### src/rtl/bank_config_loader.sv
// Streams a bitstream into BL vectors and pulses one WL per row for a memory-bank tile column.
// Optional macro CFG_PARITY_EN adds per-word even-parity checking that aborts the pass on error.
module bank_config_loader #(
    parameter int BL_WIDTH   = 40,
    parameter int WL_WIDTH   = 4,
    parameter int DATA_WIDTH = 8,
    parameter int WL_PULSE   = 2
) (
    input  logic                  prog_clk,
    input  logic                  prog_rst_n,
    input  logic                  start,
    input  logic [DATA_WIDTH-1:0] data_in,
    input  logic                  data_par,
    input  logic                  data_valid,
    output logic                  data_ready,
    output logic [BL_WIDTH-1:0]   bl_out,
    output logic [WL_WIDTH-1:0]   wl_out,
    output logic                  busy,
    output logic                  done,
    output logic                  err,
    output logic [2:0]            dbg_state
);

    // Handshake: a word transfers on a rising prog_clk edge where data_valid && data_ready;
    // data_ready is a register and never depends on data_valid in the same cycle.

    localparam int N   = BL_WIDTH / DATA_WIDTH;
    localparam int WCW = (N > 1) ? $clog2(N) : 1;
    localparam int RCW = (WL_WIDTH > 1) ? $clog2(WL_WIDTH) : 1;
    localparam int PCW = (WL_PULSE > 1) ? $clog2(WL_PULSE) : 1;

    localparam logic [WCW-1:0]      LAST_WORD  = WCW'(N - 1);
    localparam logic [RCW-1:0]      LAST_ROW   = RCW'(WL_WIDTH - 1);
    localparam logic [PCW-1:0]      LAST_PULSE = PCW'(WL_PULSE - 1);
    localparam logic [WL_WIDTH-1:0] WL_ONE     = WL_WIDTH'(1);

    typedef enum logic [2:0] {
        IDLE  = 3'd0,
        LOAD  = 3'd1,
        SETUP = 3'd2,
        WRITE = 3'd3,
        HOLD  = 3'd4,
        DONE  = 3'd5
    } state_t;

    state_t         state;
    logic [WCW-1:0] word_cnt;
    logic [RCW-1:0] row_cnt;
    logic [PCW-1:0] pulse_cnt;
    logic           par_bad;

    assign dbg_state = state;

`ifdef CFG_PARITY_EN
    logic err_q;
    assign par_bad = ^{data_in, data_par};
    assign err     = err_q;
`else
    logic unused_par;
    assign unused_par = data_par;
    assign par_bad    = 1'b0;
    assign err        = 1'b0;
`endif

    always_ff @(posedge prog_clk or negedge prog_rst_n) begin
        if (!prog_rst_n) begin
            state      <= IDLE;
            word_cnt   <= '0;
            row_cnt    <= '0;
            pulse_cnt  <= '0;
            data_ready <= 1'b0;
            bl_out     <= '0;
            wl_out     <= '0;
            busy       <= 1'b0;
            done       <= 1'b0;
`ifdef CFG_PARITY_EN
            err_q      <= 1'b0;
`endif
        end else begin
            case (state)
                IDLE, DONE: begin
                    if (start) begin
                        done       <= 1'b0;
`ifdef CFG_PARITY_EN
                        err_q      <= 1'b0;
`endif
                        row_cnt    <= '0;
                        word_cnt   <= '0;
                        data_ready <= 1'b1;
                        busy       <= 1'b1;
                        state      <= LOAD;
                    end
                end
                LOAD: begin
                    // data_ready is always high in LOAD, so valid alone marks a transfer.
                    if (data_valid) begin
                        if (par_bad) begin
                            data_ready <= 1'b0;
                            busy       <= 1'b0;
`ifdef CFG_PARITY_EN
                            err_q      <= 1'b1;
`endif
                            state      <= DONE;
                        end else begin
                            for (int k = 0; k < N; k++) begin
                                if (word_cnt == WCW'(k))
                                    bl_out[k*DATA_WIDTH +: DATA_WIDTH] <= data_in;
                            end
                            if (word_cnt == LAST_WORD) begin
                                data_ready <= 1'b0;
                                state      <= SETUP;
                            end else begin
                                word_cnt <= word_cnt + 1'b1;
                            end
                        end
                    end
                end
                SETUP: begin
                    wl_out    <= WL_ONE << row_cnt;
                    pulse_cnt <= '0;
                    state     <= WRITE;
                end
                WRITE: begin
                    if (pulse_cnt == LAST_PULSE) begin
                        wl_out <= '0;
                        state  <= HOLD;
                    end else begin
                        pulse_cnt <= pulse_cnt + 1'b1;
                    end
                end
                HOLD: begin
                    if (row_cnt == LAST_ROW) begin
                        done  <= 1'b1;
                        busy  <= 1'b0;
                        state <= DONE;
                    end else begin
                        row_cnt    <= row_cnt + 1'b1;
                        word_cnt   <= '0;
                        data_ready <= 1'b1;
                        state      <= LOAD;
                    end
                end
                default: state <= IDLE;
            endcase
        end
    end

endmodule

### config.mk
export PLATFORM = sky130hd
export DESIGN_NAME = bank_config_loader
export DESIGN_NICKNAME = d
export VERILOG_FILES = /design/src/rtl/bank_config_loader.sv
export SDC_FILE = /design/constraint.sdc
export NUM_CORES = 1
export LEC_CHECK = 0
export BUFFER_PORTS_ARGS = -buffer_cell sky130_fd_sc_hd__buf_2
export CAP_MARGIN = 40
export CELL_PAD_IN_SITES_DETAIL_PLACEMENT = 0
export CELL_PAD_IN_SITES_GLOBAL_PLACEMENT = 1
export CORE_MARGIN = 2
export CORE_UTILIZATION = 47
export CTS_BUF_LIST = sky130_fd_sc_hd__clkbuf_8
export CTS_CLUSTER_SIZE = 16
export DETAILED_ROUTE_END_ITERATION = 16
export PLACE_DENSITY = 0.87
export SYNTH_ARGS = -nofsm -noshare
export SYNTH_HDL_FRONTEND = slang
export SYNTH_SLANG_ARGS = --single-unit
### constraint.sdc
create_clock -name prog_clk -period 3.2 [get_ports prog_clk]
set_input_delay 0.64 -clock prog_clk [delete_from_list [all_inputs] [get_ports prog_clk]]
set_output_delay 0.64 -clock prog_clk [all_outputs]
set_load 0.02 [all_outputs]
==> flow_summary.json, run 1 <==
{
  "cts_made_buffers": 5,
  "nFillCells": 469,
  "fraction_of_layout_instances_using_a_drive_strength_above_1_pct": 49.0,
  "critPathKind": "reg2out",
  "cts_tree": "yes",
  "antenna_violations_before_repair": 0,
  "drt-total-wl_um": 4840,
  "design.core.area_um2": 5070,
  "worst_clock_skew_ns": 0.0115,
  "postSynth.asyncResetShare_pct": 100,
  "dpl.cell_count": 309,
  "detail_route.wl_per_cell_um": 15.3,
  "setup.worst_path.start_class": "register",
  "placement.io_buffers": 61,
  "vias_in_the_first_global_route": 1605,
  "grt_max_degree": 57,
  "fmax_achieved_ghz": 0.516,
  "cts_max_level": 2,
  "synthTopCellsByArea": "sky130_fd_sc_hd__dfrtp_1, sky130_fd_sc_hd__mux2_2, sky130_fd_sc_hd__ha_1",
  "ys.flop_type": "sky130_fd_sc_hd__dfrtp_1",
  "cts.sink_count": 56,
  "route.antenna.remaining_nets": 0,
  "place_worst_setup_slack_ns": 1.24,
  "min_period_ns": 1.94,
  "cts_root_buffer": "sky130_fd_sc_hd__clkbuf_8",
  "detailroute.via_count": 1599,
  "rows": 26,
  "ir_drop_mv": 0.576,
  "synth.top_cell.area_share_pct": 57.0,
  "half_perimeter_wire_length_of_the_detailed_placement_result_um": 3390,
  "critical_path_buf_inv_count": 1,
  "drc_errors": 0,
  "critical_path.max_stage_delay_ns": 0.72,
  "hold_class": "in2async",
  "tightest_slew_ns": 0.697,
  "total_number_of_nets_in_the_final_design": 268,
  "final_cell_area_um2": 2920,
  "cts_hold_buffers": 0,
  "synth_seq_cells": 56,
  "ys.warnings.count": 0,
  "die-height_um": 76.3,
  "post_cts_buffers": 0,
  "timing.critical_path.max_delay_family": "flip-flops",
  "timing.critical_path.required_ns": 2.56,
  "timing.max_cap.violations": 0,
  "synth.yosys.seq_area_share_pct": 57.0,
  "total_routing_usage_gr_pct": 17.6,
  "finalWorstSetupSlack_ns": 1.26,
  "clock_path_buffers": 2,
  "floorplan.io_pins": 64,
  "critical_path_arrival_ns": 1.30,
  "crit_path_top_delay_cell": "sky130_fd_sc_hd__dfrtp_1",
  "dieArea_um2": 5830,
  "grt_remaining_overflow": 0,
  "commonest_cells_in_the_netlist": "sky130_fd_sc_hd__dfrtp_1, sky130_fd_sc_hd__mux2_2, sky130_fd_sc_hd__ha_1, sky130_fd_sc_hd__inv_1, sky130_fd_sc_hd__nor2_1",
  "setup_viol": 0,
  "final_critical_path_share_of_the_clock_period_pct": 60.5,
  "first_pass_grt_wire_length_um": 8070,
  "crit_chain": "buf_2",
  "synth_cell_type_count": 34,
  "first_pass_iters": 5,
  "dpl-instance-area_um2": 2830,
  "clk_transition_reported_paths_ns": 0.10,
  "antenna_cells": 0,
  "globalplace.congestion": 0.738,
  "detail_route.iter0.violations": 95,
  "status": "completed",
  "syn_avg_cell_area_um2": 13.5,
  "multi_input_comb_area_um2": 992,
  "hold-worst-slack_ns": 0.440,
  "hold_violation_count_in_the_final_report": 0,
  "timing.final.max_slew_violations": 0,
  "grt_setup_unrepaired": "no",
  "final_core_util_pct": 57.6,
  "instances_no_fill": 317,
  "synthMostInstantiatedCell": "sky130_fd_sc_hd__dfrtp_1",
  "tns_ns": 0,
  "register_area_um2": 1400,
  "postcts_resize_cnt": 0,
  "end_kind": "primary output",
  "max_slew_margin_pct": 53.5,
  "vias_per_cell": 5.04,
  "initial_core_util_pct": 48.5,
  "synth.largest_area_cell": "sky130_fd_sc_hd__dfrtp_1",
  "power-per-cell-area_nw_per_um2": 989,
  "synth_enable_flop_cells": 0,
  "synth_fp_nets": 204,
  "fp.dieW_um": 76.3,
  "synthCells": 182,
  "area_delta_synth_final_pct": 18.8,
  "worst-path-max-fanout": 18,
  "total_leakage_power_nw": 1.43,
  "clock_latency_ns": 0.31,
  "syn_area_um2": 2460,
  "total_power_mw": 2.89
}
## where the power goes
| group | internal (mW) | leakage [nW] | switching [mW] |
|---|---|---|---|
| registers | 1.00 | 0.692 | 0.190 |
| clock network | 0.160 | 0.0452 | 0.235 |
| logic | 0.559 | 0.692 | 0.744 |
## worst register-to-register path, stage by stage (launching register included)
cell                        delay (ns)
sky130_fd_sc_hd__dfrtp_1          0.60
sky130_fd_sc_hd__nand4bb_1        0.34
sky130_fd_sc_hd__nor2_2           0.47
sky130_fd_sc_hd__mux2_2           0.39
## final timing paths
check | startpoint | endpoint | slack, ns | depth (start not counted)
setup / recovery | dbg_state[1]$_DFFE_PN0P_ | dbg_state[1] | 1.26 | 1
hold / removal | prog_rst_n | wl_out[0]$_DFFE_PN0P_ | 0.44 | 2
setup reg to reg | dbg_state[1]$_DFFE_PN0P_ | bl_out[38]$_DFFE_PN0P_ | 1.29 | 3
hold reg to reg | data_ready$_DFFE_PN0P_ | data_ready$_DFFE_PN0P_ | 0.50 | 1
max in group asynchronous | prog_rst_n | wl_out[3]$_DFFE_PN0P_ | 2.28 | 2
min in group prog_clk | data_ready$_DFFE_PN0P_ | data_ready$_DFFE_PN0P_ | 0.50 | 1
## cell type report
class	instances	share of cell area [%]
Sequential cell	56	48.0
Multi-Input combinational cell	112	34.0
Timing Repair Buffer	62	10.7
Tap cell	70	3.00
Clock buffer	5	2.36
Inverter	9	1.16
Clock inverter	3	0.857
## routing by layer
layer | vias to the layer above | GRT usage [%] | part of all wire (%)
met5 | - | 0 | 0
met4 | 0 | 4.36 | 0.60
met3 | 2 | 3.55 | 3.7
met2 | 41 | 28.8 | 50
met1 | 795 | 24.3 | 46
li1 | 761 | - | -
## sequential cells by signal, summed over array words and instances (netlist names), 2 cells and up
signal     count
bl_out        40
dbg_state      3
row_cnt        2
wl_out         4
word_cnt       3
## placed cells by master, fill, tap and decap left out, types with 3 or more instances in the layout
cell	synthesis	final
sky130_fd_sc_hd__nor2_1	8	8
sky130_fd_sc_hd__mux2i_1	3	3
sky130_fd_sc_hd__ha_1	9	9
sky130_fd_sc_hd__mux2_2	41	41
sky130_fd_sc_hd__dfrtp_1	56	56
sky130_fd_sc_hd__inv_1	9	9
sky130_fd_sc_hd__a22o_1	6	6
sky130_fd_sc_hd__nand2_1	6	6
sky130_fd_sc_hd__buf_2	2	61
sky130_fd_sc_hd__a21oi_1	6	6
sky130_fd_sc_hd__a22oi_1	3	3
sky130_fd_sc_hd__clkbuf_8	0	5
## cell families (layout without fill, tap and decap cells)
kind of cell    count (synthesis)  count (layout)  share of synthesized area [%]
other cells                     1               1                          0.152
xor+xnor                        1               1                          0.356
compound gates                 21              21                           5.95
simple gates                   35              35                           8.85
buf+inv                        14              79                           2.70
fa+ha+maj                       9               9                           4.58
mux                            45              45                           20.4
flops                          56              56                           57.0
Note: power is estimated with default switching activity, not from simulation.
==> run 2, diff against run 1 <==
CORE_UTILIZATION = 39   (was 47)
PLACE_DENSITY = 0.77   (was 0.87)
clock period = 1.71 ns   (was 3.2 ns; I/O delays follow)
==> flow_summary.json, run 2 (synthesis gave the netlist of run 1 again) <==
{
  "status": "completed",
  "fmax_achieved_ghz": 0.621,
  "total_leakage_power_nw": 1.49,
  "total_routing_usage_gr_pct": 14.8,
  "critical_path.max_stage_delay_ns": 0.42,
  "timing.final.max_slew_violations": 0,
  "final_critical_path_share_of_the_clock_period_pct": 94.1,
  "half_perimeter_wire_length_of_the_detailed_placement_result_um": 3730,
  "worst-path-max-fanout": 8,
  "hold-worst-slack_ns": 0.314,
  "timing.critical_path.required_ns": 1.91,
  "first_pass_grt_wire_length_um": 8220,
  "die-height_um": 83.4,
  "layout_top_registers": "bl_out: 40 flops, wl_out: 4 flops",
  "netSwitchingFraction_pct": 39.7,
  "grt_remaining_overflow": 0,
  "seqPwrFrac_pct": 40.3,
  "floorplan.io_pins": 64,
  "mostFrequentLayoutCell": "sky130_fd_sc_hd__buf_2",
  "clk_transition_reported_paths_ns": 0.10,
  "detailroute.via_count": 1644,
  "drt-total-wl_um": 4990,
  "fp.dieW_um": 83.4,
  "initial_core_util_pct": 40.8,
  "routedLengthMet1_um": 2240,
  "setup.worst_path.start_class": "register",
  "highest-signal-layer": "met4",
  "cts_tree": "yes",
  "detail_route.wl_per_cell_um": 15.0,
  "hold_violation_count_in_the_final_report": 0,
  "timing.critical_path.max_delay_family": "flip-flops",
  "post_cts_buffers": 0,
  "internal-power_mw": 3.32,
  "instances_no_fill": 333,
  "vias_in_the_first_global_route": 1640,
  "hold_class": "in2reg",
  "power-per-cell-area_nw_per_um2": 1810,
  "vias_per_cell": 4.94,
  "critical_path_arrival_ns": 1.81,
  "worst_reg2reg_path_length_in_cells": 6,
  "worst_clock_skew_ns": 0.0125,
  "regMostFlops": "bl_out",
  "crit_chain": "inv_1 > ha_2 > nand2_1 > nor2_2 > buf_12 > mux2_2",
  "cts_made_buffers": 5,
  "min_from": "data_in[3]",
  "largest_reg_flops": 40,
  "antenna_cells": 0,
  "total_number_of_nets_in_the_final_design": 279,
  "cts_max_level": 2,
  "clock_path_buffers": 2,
  "timing.max_cap.violations": 0,
  "antenna_violations_before_repair": 0,
  "dieArea_um2": 6960,
  "min_period_ns": 1.61,
  "cts_root_buffer": "sky130_fd_sc_hd__clkbuf_8",
  "first_pass_iters": 4,
  "timing.critical_path.depth": 6,
  "dpl.cell_count": 324,
  "drc_errors": 0,
  "hold_depth": 2,
  "ir_drop_mv": 0.920,
  "rows": 28,
  "end_kind": "register",
  "placement.io_buffers": 61,
  "tns_ns": 0,
  "net-switching-power_mw": 2.18,
  "crit_path_top_delay_cell": "sky130_fd_sc_hd__dfrtp_1",
  "met3_length_um": 190,
  "globalplace.congestion": 0.790,
  "grt_setup_unrepaired": "no",
  "clock_latency_ns": 0.31,
  "setup_viol": 0,
  "combPwrFrac_pct": 46.7,
  "power_frac_clock_pct": 13.0,
  "critPathKind": "reg2reg",
  "detail_route.iter0.violations": 52,
  "design.core.area_um2": 6030,
  "critical_path_buf_inv_count": 2,
  "cts.sink_count": 56,
  "startpoint": "word_cnt[0]$_DFFE_PN0P_",
  "nFillCells": 562,
  "detailed_route_wirelength_on_metal2_um": 2480,
  "most-common-layout-cells": "sky130_fd_sc_hd__buf_2, sky130_fd_sc_hd__dfrtp_1, sky130_fd_sc_hd__mux2_2",
  "grt_max_degree": 31,
  "route.antenna.remaining_nets": 0,
  "fraction_of_layout_instances_using_a_drive_strength_above_1_pct": 51.2,
  "area_delta_synth_final_pct": 23.4,
  "timing.rr.start": "word_cnt[0]$_DFFE_PN0P_"
}
## run 2: worst paths after layout
path                       slack (ns)                endpoint
setup reg to reg                 0.10  bl_out[39]$_DFFE_PN0P_
hold reg to reg                  0.50   wl_out[3]$_DFFE_PN0P_
setup / recovery                 0.10  bl_out[39]$_DFFE_PN0P_
hold / removal                   0.31   bl_out[3]$_DFFE_PN0P_
max in group asynchronous        0.75  bl_out[16]$_DFFE_PN0P_
min in group asynchronous        0.44        done$_DFFE_PN0P_
## run 2: routing by layer
layer | GRT usage [%] | vias up
met5 | 0 | -
met4 | 5.28 | 0
met3 | 3.38 | 7
met2 | 24.3 | 27
met1 | 19.3 | 822
li1 | - | 788
## run 2: repair_timing
item / CTS / global route
resized for setup: 0 / 2
endpoints found under the hold margin: 9 / 0
setup endpoints to repair: 0 / 17
hold buffers: 1 / 0
## run 2: per-stage QoR
stage / power (mW) / cell area (um^2) / utilization (%) / setup WS, ns
floorplan: 3.93 / 2460 / - / 0.00348
CTS: 5.56 / 3030 / 50.3 / 0.0439
global placement: 4.79 / 2930 / 48.7 / 0.0853
finish: 5.50 / 3040 / 50.4 / 0.100
global route: 5.87 / 3040 / 50.4 / 0.0254
detailed placement: 4.85 / 2930 / 48.7 / 0.0821
## run 2: area by class of cell
type                       instances  area [um^2]  share of cell area, %
tap                               75         93.8                   3.09
sequential                        56         1400                   46.2
clock inverter                     3         20.0                  0.659
clock buffer                       5         68.8                   2.27
multi-input combinational        112          995                   32.8
inverter                           9         33.8                   1.11
timing repair buffer              73          423                   13.9
## run 2: power groups by stage
stage / clock [mW] / sequential, mW / combinational (mW)
final: 0.712 / 2.22 / 2.57
after detailed placement: 0 / 2.25 / 2.60
after global routing: 0.804 / 2.30 / 2.77
after global placement: 0 / 2.23 / 2.56
after floorplan: 0 / 2.80 / 1.12
after CTS: 0.735 / 2.22 / 2.61
